### src/rtl/timer_dev_pkg.sv
// Shared definitions for the timer device: FSM states, register map, CTRL fields and MODE codes.
package timer_dev_pkg;

  typedef enum logic [1:0] {
    StIdle = 2'd0,
    StLoad = 2'd1,
    StCnt  = 2'd2,
    StInt  = 2'd3
  } state_e;

  localparam logic [1:0] AddrCtrl   = 2'd0;
  localparam logic [1:0] AddrPreset = 2'd1;
  localparam logic [1:0] AddrCount  = 2'd2;

  localparam int unsigned CtrlEnBit   = 0;
  localparam int unsigned CtrlModeLsb = 1;
  localparam int unsigned CtrlModeMsb = 2;
  localparam int unsigned CtrlImBit   = 3;

  localparam logic [1:0] ModeOneShot = 2'b00;
  localparam logic [1:0] ModeReload  = 2'b01;

endpackage

### src/rtl/timer_dev.sv
// Memory-mapped down-counting timer with one-shot / auto-reload modes and a maskable interrupt.
// Auto-reload support is compiled in only when TIMER_DEV_RELOAD_EN is defined.
module timer_dev
  import timer_dev_pkg::*;
#(
  parameter logic [31:0] PRESET_RST = 32'h0000_0000
) (
  input  logic        clk,
  input  logic        reset,
  input  logic [1:0]  addr,
  input  logic        we,
  input  logic [31:0] din,
  output logic [31:0] dout,
  output logic        irq
);

  state_e      state_q, state_d;
  logic        en_q, en_d;
  logic [1:0]  mode_q, mode_d;
  logic        im_q, im_d;
  logic        irqf_q, irqf_d;
  logic [31:0] preset_q, preset_d;
  logic [31:0] count_q, count_d;

  logic        ctrl_wr, preset_wr, reload;
  logic [1:0]  wr_mode;

  assign ctrl_wr   = we && (addr == AddrCtrl);
  assign preset_wr = we && (addr == AddrPreset);

`ifdef TIMER_DEV_RELOAD_EN
  assign wr_mode = din[CtrlModeMsb:CtrlModeLsb];
`else
  assign wr_mode = ModeOneShot;
`endif

  // Codes 10/11 fall back to one-shot.
  assign reload = (mode_q == ModeReload);

  always_comb begin
    state_d  = state_q;
    count_d  = count_q;
    en_d     = ctrl_wr ? din[CtrlEnBit] : en_q;
    mode_d   = ctrl_wr ? wr_mode : mode_q;
    im_d     = ctrl_wr ? din[CtrlImBit] : im_q;
    irqf_d   = ctrl_wr ? 1'b0 : irqf_q;
    preset_d = preset_wr ? din : preset_q;

    unique case (state_q)
      StIdle: begin
        if (en_q) state_d = StLoad;
      end
      StLoad: begin
        count_d = preset_q;
        state_d = StCnt;
      end
      StCnt: begin
        if (!en_q) begin
          state_d = StIdle;
        end else if (count_q > 32'd1) begin
          count_d = count_q - 32'd1;
        end else begin
          // Setting the flag overrides a clear from a CTRL write on this same edge.
          count_d = 32'd0;
          irqf_d  = 1'b1;
          state_d = StInt;
        end
      end
      StInt: begin
        if (reload) begin
          irqf_d  = 1'b0;
          state_d = StLoad;
        end else begin
          en_d    = 1'b0;
          state_d = StIdle;
        end
      end
      default: state_d = StIdle;
    endcase
  end

  always_ff @(posedge clk or negedge reset) begin
    if (!reset) begin
      state_q  <= StIdle;
      en_q     <= 1'b0;
      mode_q   <= ModeOneShot;
      im_q     <= 1'b0;
      irqf_q   <= 1'b0;
      preset_q <= PRESET_RST;
      count_q  <= 32'd0;
    end else begin
      state_q  <= state_d;
      en_q     <= en_d;
      mode_q   <= mode_d;
      im_q     <= im_d;
      irqf_q   <= irqf_d;
      preset_q <= preset_d;
      count_q  <= count_d;
    end
  end

  always_comb begin
    dout = 32'd0;
    unique case (addr)
      AddrCtrl:   dout = {28'd0, im_q, mode_q, en_q};
      AddrPreset: dout = preset_q;
      AddrCount:  dout = count_q;
      default:    dout = 32'd0;
    endcase
  end

  assign irq = irqf_q & im_q;

endmodule

### config.mk
export PLATFORM = sky130hd
export DESIGN_NAME = timer_dev
export DESIGN_NICKNAME = d
export VERILOG_FILES = /design/src/rtl/timer_dev_pkg.sv /design/src/rtl/timer_dev.sv
export SDC_FILE = /design/constraint.sdc
export NUM_CORES = 1
export LEC_CHECK = 0
export CAP_MARGIN = 40
export CORE_MARGIN = 2
export CORE_UTILIZATION = 30
export CTS_CLUSTER_DIAMETER = 100
export DETAILED_ROUTE_END_ITERATION = 10
export SLEW_MARGIN = 30
export SYNTH_ARGS = -nofsm -noshare
export SYNTH_HDL_FRONTEND = slang
export SYNTH_SLANG_ARGS = --single-unit
### constraint.sdc
create_clock -name clk -period 6.09 [get_ports clk]
set_input_delay 1.218 -clock clk [delete_from_list [all_inputs] [get_ports clk]]
set_output_delay 1.218 -clock clk [all_outputs]
set_load 0.02 [all_outputs]
==> impl_metrics.yaml <==
grt:
  grt_usage_pct: 17.2
  grt_pass1_vias: 3727
  grt_pass1_wl_um: 19600
  antenna_found_initial: 0
  grt_overflow: 0
  grt_max_degree: 39
cts:
  cts_tree: "yes"
  path_clk_slew_ns: 0.05
  holdBufCountCts: 0
  post_cts_resized: 0
  cts-htree-levels: 3
  numClockSinks: 69
  clock_latency_ns: 0.34
  cts_setup_buffers: 0
  cts_made_buffers: 9
  cts-root-buf: "clkbuf_16"
  clock_path_buffers: 2
routing:
  drc: 0
  antenna_left: 0
  top_layer: "met4"
  drt_iter0_markers: 179
  route.vias.total: 3568
  post_drt_via_cell_ratio: 5.57
  met1_length_um: 5170
  route.met3.wl_um: 692
  wl_um: 11800
  wire_per_inst_um: 18.3
  dr_wl_met2_um: 5690
  first_pass_iters: 4
synthesis:
  syn-instance-count: 402
  synth_ff_type: "dfrtp_1"
  yosys.cell_types.count: 47
  synth_top_area_share_pct: 43.0
  synth_top_cell_by_area: "dfrtp_1"
  synth_edf_count: 0
  synthArstFlopShare_pct: 100
  syn-num-nets: 441
  netlist_area_mm2: 0.00401
  synth-seq-cells: 69
  synthTopCellsByArea: "dfrtp_1 43%, mux2_2 9.3%, a22o_1 7.4%"
  synthTopCellsByCount: "69 x dfrtp_1, 34 x a22o_1, 33 x mux2_2"
  avgSynthCellArea_um2: 9.98
  synth_most_common_cell: "dfrtp_1"
  ys_warn_count: 0
  ys_seq_area_share_pct: 43.0
floorplan:
  die_x_um: 120
  rows: 42
  pin_count: 70
  die_area_mm2: 0.0143
  initial_core_util_pct: 30.5
  core_area_mm2: 0.0131
  dieHeight_um: 120
hold_path:
  holdCritStartpoint: "preset_q[29]"
  hp-class: "reg -> reg"
finish:
  area_growth_pct: 29.2
  drive_above_1_share_pct: 14.0
  antenna_cells: 0
  final_net_count: 499
  final_util_pct: 39.5
sta:
  setup_viol: 0
  finalCritPeriodShare_pct: 72.5
  worstMarginPinSlew_ns: 0.814
  slew_headroom_pct: 45.3
  min_period_ns: 4.42
  rsz0062_at_grt: "false"
  hold_violations: 0
  tns_ns: 0
  slew_viol_final: 0
  fin_skew_ns: 0.0112
  fmax_ghz: 0.226
pwr:
  cellLeakagePower_nw: 1.97
  peakVddDrop_mv: 0.246
  powerDensity_mw_per_mm2: 442
outcome:
  status: "finished, final reports clean"
placement:
  hpwlAfterDp_um: 7990
  place_congestion: 0.873
  port_buffers: 69
setup_path:
  cp-end-kind: "primary output"
  crit_fanout: 31
  worstSetupStartpoint: "addr[0]"
  required_ns: 4.87
  worstSetupPathType: "in -> out"
  rr_startpoint: "count_q[17]"
  start_kind: "input pin"
  critical_path_arrival_ns: 3.20
job:
  cap_violations: 0
cells in the final DEF (no fill, tap or decap), types with 4 or more instances in the layout:
master            n
nor3_1           12
nor4_1           10
a21boi_0         11
a22o_1           34
a31oi_1           4
or4_1             7
buf_4             8
nand2_1          22
a21oi_1           9
o22ai_1          25
or3_1             7
clkbuf_16         9
nor2_1           17
inv_1             5
o21ai_0          13
mux2i_1          15
nand3_1          10
nor2b_1          12
dfrtp_1          69
nand4_1           6
mux2_2           33
clkdlybuf4s50_1  68
registers in the layout, summed over array words and instances (netlist names):
| signal | cells |
|---|---|
| en_q | 1 |
| irqf_q | 1 |
| count_q | 32 |
| state_q | 2 |
| im_q | 1 |
| preset_q | 32 |
cells by family (layout without fill, tap and decap cells):
family | Yosys count | in the layout | share of synthesized area, %
AOI/OAI and AO/OA | 125 | 125 | 23.1
and+or+nand+nor | 119 | 119 | 16.1
DFF | 69 | 69 | 43.0
muxes | 48 | 48 | 13.0
buffers and inverters | 39 | 102 | 4.15
adders and majority gates | 2 | 2 | 0.624
power breakdown:
part	internal [W]	leakage [nW]	switching, W
Combinational	0.000417	0.999	0.000463
Clock	0.000358	0.147	0.000191
Sequential	0.000612	0.826	0.000249
Total	0.00139	1.97	0.000904
area by class of cell:
type                            instances  area, µm²
Clock buffer                           12        236
Clock inverter                          4       72.6
Fill cell                            1328       7950
Inverter                                5       18.8
Multi-Input combinational cell        294       2120
Sequential cell                        69       1730
Tap cell                              176        220
Timing Repair Buffer                   81        786
final timing paths:
check	endpoint	slack (ns)	cells after the start
hold reg to reg	preset_q[29]	0.54	1
setup / recovery	dout[2]	1.67	5
min in group asynchronous	preset_q[4]	0.91	2
hold / removal	preset_q[29]	0.54	1
setup reg to reg	count_q[7]	2.77	6
max in group asynchronous	preset_q[22]	4.62	3
stage by stage:
step,std cells,power (W),worst slack (ns),cell area [µm²],hold WS (ns)
global placement,620,0.00171,1.69,4830,0.519
finish,641,0.00229,1.67,5180,0.541
detailed placement,623,0.00174,1.68,4860,0.527
CTS,639,0.00230,1.67,5170,0.539
floorplan,402,0.00142,2.80,4010,0.484
global route,641,0.00246,1.58,5180,0.561
routing by layer:
layer	vias to the layer above	GRT usage, %
met1	1776	21.8
met4	0	5.44
met3	20	4.18
met5	-	0
met2	111	28.8
li1	1661	-
critical path, stage by stage:
cell and delay [ns]:
clkdlybuf4s50_1 0.59, nor2b_2 0.18, buf_4 0.35, a22o_1 0.23, clkdlybuf4s50_1 0.62
Note: power is estimated with default switching activity, not from simulation.
